$ cat src/rtl/gmii_rx_mac.sv
// gmii_rx_mac
//   Receive MAC framer running in the RGMII receive clock domain. It takes the
//   deserialised byte stream, strips preamble/SFD and the 4-byte FCS, checks the
//   CRC-32 residue and the frame length, and forwards payload bytes as single-cycle
//   stream beats. A bad frame is flagged with tuser on its tlast beat.
//
//   Optional feature: define GMII_RX_MAC_STATS_EN to add the frame counters
//   stat_good_frames / stat_bad_frames.
//
// Ports
//   rx_clk         receive clock (rgmii_rxc)
//   rst            synchronous active-high reset
//   gmii_rxd       received byte
//   gmii_dv        receive data valid
//   gmii_er        receive error
//   m_axis_tdata   payload byte
//   m_axis_tvalid  beat valid, single-cycle pulses, no backpressure
//   m_axis_tlast   last payload byte of a frame
//   m_axis_tuser   bad frame, meaningful only with tlast (0 otherwise)
//   stat_good_frames / stat_bad_frames (GMII_RX_MAC_STATS_EN only)

module gmii_rx_mac #(
    parameter int MIN_FRAME_LEN = 64,
    parameter int MAX_FRAME_LEN = 1518
) (
    input  logic        rx_clk,
    input  logic        rst,
    input  logic [7:0]  gmii_rxd,
    input  logic        gmii_dv,
    input  logic        gmii_er,
    output logic [7:0]  m_axis_tdata,
    output logic        m_axis_tvalid,
    output logic        m_axis_tlast,
    output logic        m_axis_tuser
`ifdef GMII_RX_MAC_STATS_EN
   ,output logic [31:0] stat_good_frames,
    output logic [31:0] stat_bad_frames
`endif
);

    localparam logic [10:0] MIN_LEN    = 11'(MIN_FRAME_LEN);
    localparam logic [10:0] MAX_LEN    = 11'(MAX_FRAME_LEN);
    localparam logic [31:0] CRC_RESIDUE = 32'hDEBB20E3;

    typedef enum logic [1:0] {
        ST_IDLE,
        ST_PREAMBLE,
        ST_PAYLOAD,
        ST_DROP
    } state_t;

    state_t          state;
    logic [7:0]      rxd_q;
    logic            dv_q;
    logic            er_q;
    logic [4:0][7:0] line;      // [0] newest ... [4] oldest (the hold byte)
    logic [31:0]     crc;
    logic [10:0]     count;
    logic            er_flag;
    logic            short_eof;

    // One byte of reflected CRC-32 (poly 0xEDB88320), LSB first.
    function automatic logic [31:0] crc32_byte(input logic [31:0] c_in, input logic [7:0] d);
        logic [31:0] c;
        c = c_in ^ {24'h0, d};
        for (int i = 0; i < 8; i++) begin
            c = c[0] ? ((c >> 1) ^ 32'hEDB88320) : (c >> 1);
        end
        return c;
    endfunction

    // The FSM works on registered GMII inputs. The last four bytes of the frame
    // are the FCS, so every byte is held in a 5-deep line and only leaves once
    // four newer bytes prove it is not FCS. At end of frame the oldest entry is
    // the last payload byte and goes out with tlast.
    always_ff @(posedge rx_clk) begin
        if (rst) begin
            rxd_q         <= '0;
            dv_q          <= 1'b0;
            er_q          <= 1'b0;
            state         <= ST_IDLE;
            line          <= '0;
            crc           <= 32'hFFFFFFFF;
            count         <= '0;
            er_flag       <= 1'b0;
            short_eof     <= 1'b0;
            m_axis_tdata  <= '0;
            m_axis_tvalid <= 1'b0;
            m_axis_tlast  <= 1'b0;
            m_axis_tuser  <= 1'b0;
        end else begin
            rxd_q         <= gmii_rxd;
            dv_q          <= gmii_dv;
            er_q          <= gmii_er;
            m_axis_tvalid <= 1'b0;
            m_axis_tlast  <= 1'b0;
            m_axis_tuser  <= 1'b0;
            short_eof     <= 1'b0;

            case (state)
                ST_IDLE: begin
                    if (dv_q) begin
                        state <= (rxd_q == 8'h55) ? ST_PREAMBLE : ST_DROP;
                    end
                end

                ST_PREAMBLE: begin
                    if (!dv_q) begin
                        state <= ST_IDLE;
                    end else if (rxd_q == 8'hD5) begin
                        state   <= ST_PAYLOAD;
                        crc     <= 32'hFFFFFFFF;
                        count   <= '0;
                        er_flag <= 1'b0;
                    end else if (rxd_q != 8'h55) begin
                        state <= ST_DROP;
                    end
                end

                ST_PAYLOAD: begin
                    if (dv_q) begin
                        if (count >= MAX_LEN) begin
                            // Giant: close the frame as bad with the held byte
                            // and discard the remainder.
                            m_axis_tdata  <= line[4];
                            m_axis_tvalid <= 1'b1;
                            m_axis_tlast  <= 1'b1;
                            m_axis_tuser  <= 1'b1;
                            state         <= ST_DROP;
                        end else begin
                            line <= {line[3:0], rxd_q};
                            crc  <= crc32_byte(crc, rxd_q);
                            if (count != 11'h7FF) begin
                                count <= count + 11'd1;
                            end
                            if (er_q) begin
                                er_flag <= 1'b1;
                            end
                            if (count >= 11'd5) begin
                                m_axis_tdata  <= line[4];
                                m_axis_tvalid <= 1'b1;
                            end
                        end
                    end else begin
                        if (count >= 11'd5) begin
                            m_axis_tdata  <= line[4];
                            m_axis_tvalid <= 1'b1;
                            m_axis_tlast  <= 1'b1;
                            m_axis_tuser  <= er_flag | (crc != CRC_RESIDUE) | (count < MIN_LEN);
                        end else begin
                            short_eof <= 1'b1;
                        end
                        state <= ST_IDLE;
                    end
                end

                ST_DROP: begin
                    if (!dv_q) begin
                        state <= ST_IDLE;
                    end
                end

                default: state <= ST_IDLE;
            endcase
        end
    end

`ifdef GMII_RX_MAC_STATS_EN
    // Counters follow the registered output beat, so they move one cycle after
    // the tlast beat is visible. Frames too short to emit anything count as bad.
    always_ff @(posedge rx_clk) begin
        if (rst) begin
            stat_good_frames <= '0;
            stat_bad_frames  <= '0;
        end else begin
            if (m_axis_tvalid && m_axis_tlast && !m_axis_tuser) begin
                stat_good_frames <= stat_good_frames + 32'd1;
            end
            stat_bad_frames <= stat_bad_frames
                             + {31'd0, m_axis_tvalid & m_axis_tlast & m_axis_tuser}
                             + {31'd0, short_eof};
        end
    end
`else
    logic unused_short_eof;
    assign unused_short_eof = short_eof;
`endif

endmodule

$ cat config.mk
export PLATFORM = sky130hd
export DESIGN_NAME = gmii_rx_mac
export DESIGN_NICKNAME = d
export VERILOG_FILES = /design/src/rtl/gmii_rx_mac.sv
export SDC_FILE = /design/constraint.sdc
export NUM_CORES = 1
export LEC_CHECK = 0
export ABC_AREA = 0
export BUFFER_PORTS_ARGS = -buffer_cell sky130_fd_sc_hd__buf_4
export CELL_PAD_IN_SITES_DETAIL_PLACEMENT = 1
export CELL_PAD_IN_SITES_GLOBAL_PLACEMENT = 1
export CORE_UTILIZATION = 45
export DETAILED_ROUTE_END_ITERATION = 10
export PLACE_DENSITY_LB_ADDON = 0.1
export REMOVE_ABC_BUFFERS = 1
export SLEW_MARGIN = 20
export SYNTH_ARGS = -nofsm -noshare
export SYNTH_HDL_FRONTEND = slang
export SYNTH_SLANG_ARGS = --single-unit
$ cat constraint.sdc
create_clock -name rx_clk -period 2.37 [get_ports rx_clk]
set_input_delay 0.237 -clock rx_clk [delete_from_list [all_inputs] [get_ports rx_clk]]
set_output_delay 0.237 -clock rx_clk [all_outputs]
set_load 0.05 [all_outputs]
==> impl_results.rst, run 1 <==
.. list-table::
   :header-rows: 1

   * - Metric
     - Value
   * - Run status
     - completed
   * - Number of library cell types mapped by synthesis
     - 50
   * - Via count of the first global-routing pass
     - 3902
   * - Endpoints failing hold
     - 0
   * - Proportion of synthesized chip area in sequential cells
     - 43.95%
   * - Worst min path class
     - in -> reg
   * - Root buffer cell
     - sky130_fd_sc_hd__clkbuf_8
   * - Worst-path clk slew
     - 0.10 ns
   * - CTS max path bufs
     - 2
   * - Routability cong.
     - about 0.83
   * - Cell type contributing the most total cell area after synthesis
     - sky130_fd_sc_hd__dfxtp_1
   * - Leading post-synthesis cells by cell area
     - sky130_fd_sc_hd__dfxtp_1 (44%), sky130_fd_sc_hd__xnor2_1 (7.4%), sky130_fd_sc_hd__nand3_1 (5.1%)
   * - Largest fanout on the critical path
     - 31
   * - Global-route wire length before repair
     - between 20 and 25 mm
   * - Worst slew pin tran
     - 0.8469 ns
   * - FMAX
     - 0.4708 GHz
   * - Top-level port count
     - 23
   * - Antenna Cells
     - 0
   * - Number of synthesis warnings
     - 0
   * - Final critical-path required period
     - 2.124 ns
   * - Most common cell in the synthesized netlist
     - sky130_fd_sc_hd__dfxtp_1
   * - Post-detailed-placement half-perimeter wirelength
     - 8.279 mm
   * - Number of enable-type register cells in the synthesized netlist
     - 0
   * - PwrDens
     - approximately 660 nW/µm²
   * - Number of antenna violations at the first check in global routing
     - 0
   * - DR DRC count
     - 0
   * - Count of placed standard cells in the final layout, fillers left out
     - 675
   * - Headroom to the max-slew limit
     - a little over two fifths
   * - Average wire per standard cell
     - 18.51 µm
   * - Hold-fix buffers, CTS
     - 0
   * - Kind of end point of the critical path
     - flop
   * - Fraction of synthesized cell area taken by the top area cell type
     - 43.95%
   * - Nets
     - 549
   * - Setup violations, final
     - 0
   * - Post-synthesis instance total
     - 515
   * - Mean area per synthesized cell
     - 9.463 µm²
   * - GR Util All Layers
     - a little under a quarter
   * - TritonCTS clock tree
     - built
   * - Count of clock tree sinks
     - 107
   * - Post-layout power
     - approximately 3.6 mW
   * - Via count of the routed design
     - roughly 3900
   * - Number of setup buffers added after CTS
     - 0
   * - Setup skew after layout
     - 0.01244 ns
   * - Max-cap viol count
     - 0
   * - Total of buffers placed on input and output ports
     - 22
   * - Vertical die dimension
     - 106.1 µm
   * - Critical path class
     - reg -> reg
   * - Yosys reg bits
     - 107
   * - Antenna-violating nets left
     - 0
   * - Syn-to-layout area delta
     - 12.20%
   * - Length of the first detailed-routing pass in iterations
     - 4
   * - Total congestion overflow
     - 0
   * - Initial cell density of the core
     - 46.79%
   * - Setup repair after global routing missed its margin
     - no
   * - Primary flip-flop cell chosen by synthesis mapping
     - sky130_fd_sc_hd__dfxtp_1
   * - TritonCTS Buffers
     - 9
   * - Initial drt markers
     - 178
   * - Startpoint types
     - flop
   * - Number of H-tree levels
     - 3
   * - Die boundary width
     - 106.1 µm
   * - Max-slew violation total from the final report
     - 0
   * - Row count
     - 37
   * - Share of post-route cells with drive strength above 1
     - 14.29%
   * - Leakage dissipation
     - 1.896 nW
   * - Area of the placeable core
     - between 10000 and 15000 µm²
   * - CP arrival
     - 2.41 ns
   * - Number of gates given a new drive strength after cts
     - 0
   * - Die ar.
     - approximately 11000 µm²
   * - Proportion of register bits with asynchronous set or reset after synthesis
     - 0%
   * - Number of placed instances, taps included
     - 659
   * - Clock Latency Late Sink
     - 0.39 ns
   * - Period utilization
     - 89.63%
   * - Largest net degree at the start of global routing
     - 72
   * - IR Drop Worst-Case VDD
     - 491.5 µV
   * - WP data required
     - 2.65 ns
   * - Post-synthesis instance area
     - 4873 µm²
   * - Most frequent cells after synthesis
     - sky130_fd_sc_hd__dfxtp_1 (107), sky130_fd_sc_hd__nand3_1 (50), sky130_fd_sc_hd__a21oi_1 (46), sky130_fd_sc_hd__o21ai_0 (46), sky130_fd_sc_hd__xnor2_1 (41)
   * - Routed via count divided by cell count
     - 5.766
   * - Routed wire length
     - 12.50 mm
[metal layers]
metal / track usage [%] / wire length (µm) / vias up / part of all wire, %
met1: 29.26 / 5794 / 1941 / 46
met4: 8.333 / 182 / 0 / 1.5
met2: 40.01 / 6154 / 48 / 49
li1: - / - / 1891 / -
met3: 4.660 / 366 / 12 / 2.9
met5: 0 / 0 / - / 0
[area by class of cell]
cell class                      instances  area [µm²]
Multi-Input combinational cell        363        2582
Fill cell                            1166        4949
Sequential cell                       107        2143
Clock inverter                          3       21.27
Tap cell                              136       170.2
Inverter                               11       41.29
Timing Repair Buffer                   42       340.3
Clock buffer                           13       168.9
[registers in the layout, indices dropped and copies added, names as in the netlist]
register / count
count: 11
crc: 32
dv_q: 1
er_flag: 1
er_q: 1
line: 40
m_axis_tdata: 8
m_axis_tlast: 1
m_axis_tuser: 1
m_axis_tvalid: 1
rxd_q: 8
state: 2
[worst paths after layout]
check / slack [ns] / endpoint / start / depth (start not counted)
setup reg to reg: 0.25 / crc[24] / count[1] / 7
hold reg to reg: 0.46 / line[30] / line[22] / 2
setup / recovery: 0.25 / crc[24] / count[1] / 7
hold / removal: 0.06 / dv_q / gmii_dv / 2
[critical path, stage by stage, from the launching register on]
cell,delay [ns]
sky130_fd_sc_hd__dfxtp_1,0.45
sky130_fd_sc_hd__ha_1,0.19
sky130_fd_sc_hd__o211ai_1,0.10
sky130_fd_sc_hd__a21oi_2,0.32
sky130_fd_sc_hd__o211a_1,0.37
sky130_fd_sc_hd__o21ai_2,0.08
sky130_fd_sc_hd__buf_4,0.24
sky130_fd_sc_hd__o22a_1,0.24
[metrics by stage]
stage	setup WS, ns	cell area, µm²	TNS [ns]	hold WS, ns	util (%)
6_report	0.2459	5468	0	0.05977	52.49
5_1_grt	0.1373	5468	0	0.04809	52.49
4_1_cts	0.1059	5461	0	0.03999	52.43
3_5_place_dp	0.1500	5271	0	0.4544	50.61
3_3_place_gp	0.2513	5271	0	0.4459	50.61
2_1_floorplan	-1.204	4745	-59.21	0.3061	-
[layout by cell type (no fill, tap or decap), types with 4 or more instances in the layout]
cell type and count:
sky130_fd_sc_hd__nand4_1 5, sky130_fd_sc_hd__o21ai_0 46, sky130_fd_sc_hd__a211oi_1 6, sky130_fd_sc_hd__xnor2_4 5, sky130_fd_sc_hd__and3_1 4, sky130_fd_sc_hd__inv_1 11
sky130_fd_sc_hd__buf_4 40, sky130_fd_sc_hd__xnor2_1 41, sky130_fd_sc_hd__a2bb2oi_1 24, sky130_fd_sc_hd__nor2b_1 10, sky130_fd_sc_hd__xor2_1 17, sky130_fd_sc_hd__nand2_1 11
sky130_fd_sc_hd__a31oi_1 8, sky130_fd_sc_hd__clkbuf_8 12, sky130_fd_sc_hd__dfxtp_1 106, sky130_fd_sc_hd__nor2_1 19, sky130_fd_sc_hd__mux2i_1 8, sky130_fd_sc_hd__nor3_1 8
sky130_fd_sc_hd__a21oi_1 45, sky130_fd_sc_hd__xnor2_2 5, sky130_fd_sc_hd__nand3_1 50, sky130_fd_sc_hd__o211ai_1 6
[report_power, final]
| part | total, mW | switching (mW) | internal [mW] |
|---|---|---|---|
| clock network | 1.11 | 0.637 | 0.470 |
| logic | 0.634 | 0.335 | 0.299 |
| registers | 1.87 | 0.0414 | 1.83 |
[kinds of logic after synthesis]
kind of cell               synth area share, %
AOI/OAI and AO/OA                        19.44
and+or+nand+nor                          14.04
DFF                                      43.95
xor gates and xnor gates                 16.66
buffers and inverters                    3.492
muxes                                    1.643
adders and majority gates               0.7703
Note: power is estimated with default switching activity, not from simulation.
==> run 2, diff against run 1 <==
--- a/config.mk
+++ b/config.mk
@@ -11,6 +11,7 @@
 export CELL_PAD_IN_SITES_GLOBAL_PLACEMENT = 1
 export CORE_UTILIZATION = 45
 export DETAILED_ROUTE_END_ITERATION = 10
+export MAX_ROUTING_LAYER = met4
 export PLACE_DENSITY_LB_ADDON = 0.1
 export REMOVE_ABC_BUFFERS = 1
 export SLEW_MARGIN = 20
==> run 2 against run 1 <==
Net effect: sequential share of layout area stayed put; first-iteration DRC count rose by 16%; global-route usage increased by 0.76 points; setup slack better by 0.0038 ns; critical endpoint unchanged; maximum frequency up 0.18%; routed wire length hardly changed; highest routed layer unchanged; largest cell class unchanged; clock-buffer cell count stayed put; core utilization is the same; non-clock buffer count stayed put; total power is 0.19% higher.
==> impl_results.rst, run 2 (synthesis results as in run 1) <==
.. list-table::
   :header-rows: 1

   * - Metric
     - Value
   * - Initial cell density of the core
     - 46.79% (unchanged)
   * - Number of setup buffers added after CTS
     - 0 (unchanged)
   * - Critical path class
     - reg -> reg
   * - Largest fanout on the critical path
     - 31 (unchanged)
   * - IR Drop Worst-Case VDD
     - 490.4 µV (-0.23%)
   * - Largest net degree at the start of global routing
     - 72 (unchanged)
   * - Share of post-route cells with drive strength above 1
     - 14.29% (unchanged)
   * - Number of H-tree levels
     - 3 (unchanged)
   * - Antenna Cells
     - 0 (unchanged)
   * - Row count
     - 37 (unchanged)
   * - Post-Route Hold Slack
     - 0.05801 ns (-0.001760 ns)
   * - Portion of total power attributed to sequential cells
     - 51.7% (about the same)
   * - Via count of the routed design
     - 3908 (+0.41%)
   * - Via count of the first global-routing pass
     - 3905 (+0.077%)
   * - GR Util All Layers
     - 24.16% (+0.76 points)
   * - Share of total power consumed by net switching
     - 28.20% (+0.13 points)
   * - Reg with most FFs
     - line
   * - Internal power
     - 2.596 mW (about the same)
   * - Nets
     - 549 (unchanged)
   * - Period utilization
     - 89.47% (-0.16 points)
   * - DR DRC count
     - 0 (unchanged)
   * - TritonCTS clock tree
     - built
   * - Number of gates given a new drive strength after cts
     - 0 (unchanged)
   * - FMAX
     - 0.4716 GHz (+0.18%)
   * - Combinational power share
     - 17.5% (about the same)
   * - Top-level port count
     - 23 (unchanged)
   * - PwrDens
     - 661.4 nW/µm² (+0.19%)
   * - CP arrival
     - 2.41 ns (about the same)
   * - Worst slew pin tran
     - 0.8514 ns (+0.004564 ns)
   * - Hold-fix buffers, CTS
     - 0 (unchanged)
   * - Largest registers ranked by flip-flop count
     - line (40), crc (32), count (11)
   * - Count of clock tree sinks
     - 107 (unchanged)
   * - Worst-path clk slew
     - 0.11 ns (about the same)
   * - Die ar.
     - 11250 µm² (unchanged)
   * - Antenna-violating nets left
     - 0 (unchanged)
   * - Endpoints failing hold
     - 0 (unchanged)
   * - Startpoint types
     - flop
   * - Relative contribution of the clock network to total power
     - 30.8% (about the same)
   * - Clock Latency Late Sink
     - 0.40 ns (about the same)
   * - Syn-to-layout area delta
     - 12.20% (unchanged)
   * - Root buffer cell
     - sky130_fd_sc_hd__clkbuf_8
   * - Setup violations, final
     - 0 (unchanged)
   * - Setup repair after global routing missed its margin
     - no
   * - Run status
     - completed
   * - Setup skew after layout
     - 0.01546 ns (+0.003016 ns)
   * - Global-route wire length before repair
     - 20.37 mm (+0.13%)
   * - CTS max path bufs
     - 2 (unchanged)
   * - Post-detailed-placement half-perimeter wirelength
     - 8.279 mm (unchanged)
   * - Total congestion overflow
     - 0 (unchanged)
   * - Count of placed standard cells in the final layout, fillers left out
     - 675 (unchanged)
   * - WP data required
     - 2.65 ns (about the same)
   * - Area of the placeable core
     - 10420 µm² (unchanged)
   * - Flip-flop count of the largest register after layout
     - 40 (unchanged)
   * - TritonCTS Buffers
     - 9 (unchanged)
   * - Routed wire length
     - 12.50 mm (about the same)
   * - Routability cong.
     - 0.8401 (+1.5%)
   * - Number of placed instances, taps included
     - 659 (unchanged)
   * - Most common cell after layout, fill and taps aside
     - sky130_fd_sc_hd__dfxtp_1
   * - Kind of end point of the critical path
     - flop
   * - Length of the first detailed-routing pass in iterations
     - 4 (unchanged)
   * - Filler cells
     - 1166 (unchanged)
   * - Leakage dissipation
     - 1.896 nW (unchanged)
   * - Number of antenna violations at the first check in global routing
     - 0 (unchanged)
   * - Initial drt markers
     - 206 (+16%)
   * - Max-slew violation total from the final report
     - 0 (unchanged)
   * - Worst min path class
     - in -> reg
   * - Final critical-path required period
     - 2.120 ns (-0.003769 ns)
   * - Max-cap viol count
     - 0 (unchanged)
   * - Total of buffers placed on input and output ports
     - 22 (unchanged)
   * - Die boundary width
     - 106.1 µm (unchanged)
   * - Headroom to the max-slew limit
     - 42.83% (-0.31 points)
   * - Routed via count divided by cell count
     - 5.790 (+0.41%)
   * - Average wire per standard cell
     - 18.52 µm (about the same)
   * - Commonest non-fill, non-tap cells in the layout
     - sky130_fd_sc_hd__dfxtp_1 (106), sky130_fd_sc_hd__nand3_1 (50), sky130_fd_sc_hd__o21ai_0 (46)
   * - Total net switching power
     - 1.020 mW (+0.65%)
   * - Vertical die dimension
     - 106.1 µm (unchanged)
==> run 2: final timing paths <==
kind	start	slack, ns	to	depth (start not counted)
max	count[1]	0.25	crc[24]	7
min	gmii_rxd[7]	0.06	rxd_q[7]	2
max reg2reg	count[1]	0.25	crc[24]	7
min reg2reg	line[6]	0.47	line[14]	2
==> run 2: cell type report <==
class / instances / area [µm²] / share of cell area (%)
well taps: 136 / 170.2 / 3.112
multi-input cells: 363 / 2582 / 47.23
clock buffers: 13 / 168.9 / 3.089
clock inverters: 3 / 21.27 / 0.3890
flip-flops and latches: 107 / 2143 / 39.20
inverters: 11 / 41.29 / 0.7551
repair buffers: 42 / 340.3 / 6.224
==> run 2: worst max-delay path, stage by stage (launching register included) <==
cell	delay, ns
sky130_fd_sc_hd__dfxtp_1	0.45
sky130_fd_sc_hd__ha_1	0.19
sky130_fd_sc_hd__o211ai_1	0.10
sky130_fd_sc_hd__a21oi_2	0.32
sky130_fd_sc_hd__o211a_1	0.37
sky130_fd_sc_hd__o21ai_2	0.08
sky130_fd_sc_hd__buf_4	0.24
sky130_fd_sc_hd__o22a_1	0.24
==> run 2: layer usage <==
layer,up-vias,track usage (%),share of wire [%]
li1,1888,-,-
met1,1952,29.30,46
met2,52,40.15,49
met3,16,4.844,3.0
met4,0,8.333,1.7
met5,-,-,0
==> run 2: power groups by stage <==
stage                     logic, mW  registers (mW)  clock network, mW
final                         0.634            1.87               1.11
after global routing          0.683            1.87               1.19
after CTS                     0.636            1.87               1.14
after detailed placement      0.630            1.91                  0
after global placement        0.628            1.91                  0
after floorplan               0.453            1.90                  0
==> run 2: metrics by stage <==
step	power (mW)	worst slack (ns)	setup TNS (ns)	util, %	area, µm²
3_5_place_dp	2.541	0.1500	0	50.61	5271
2_1_floorplan	2.357	-1.204	-59.21	-	4745
3_3_place_gp	2.538	0.2513	0	50.61	5271
4_1_cts	3.643	0.1059	0	52.43	5461
6_report	3.616	0.2496	0	52.49	5468
5_1_grt	3.751	0.1361	0	52.49	5468
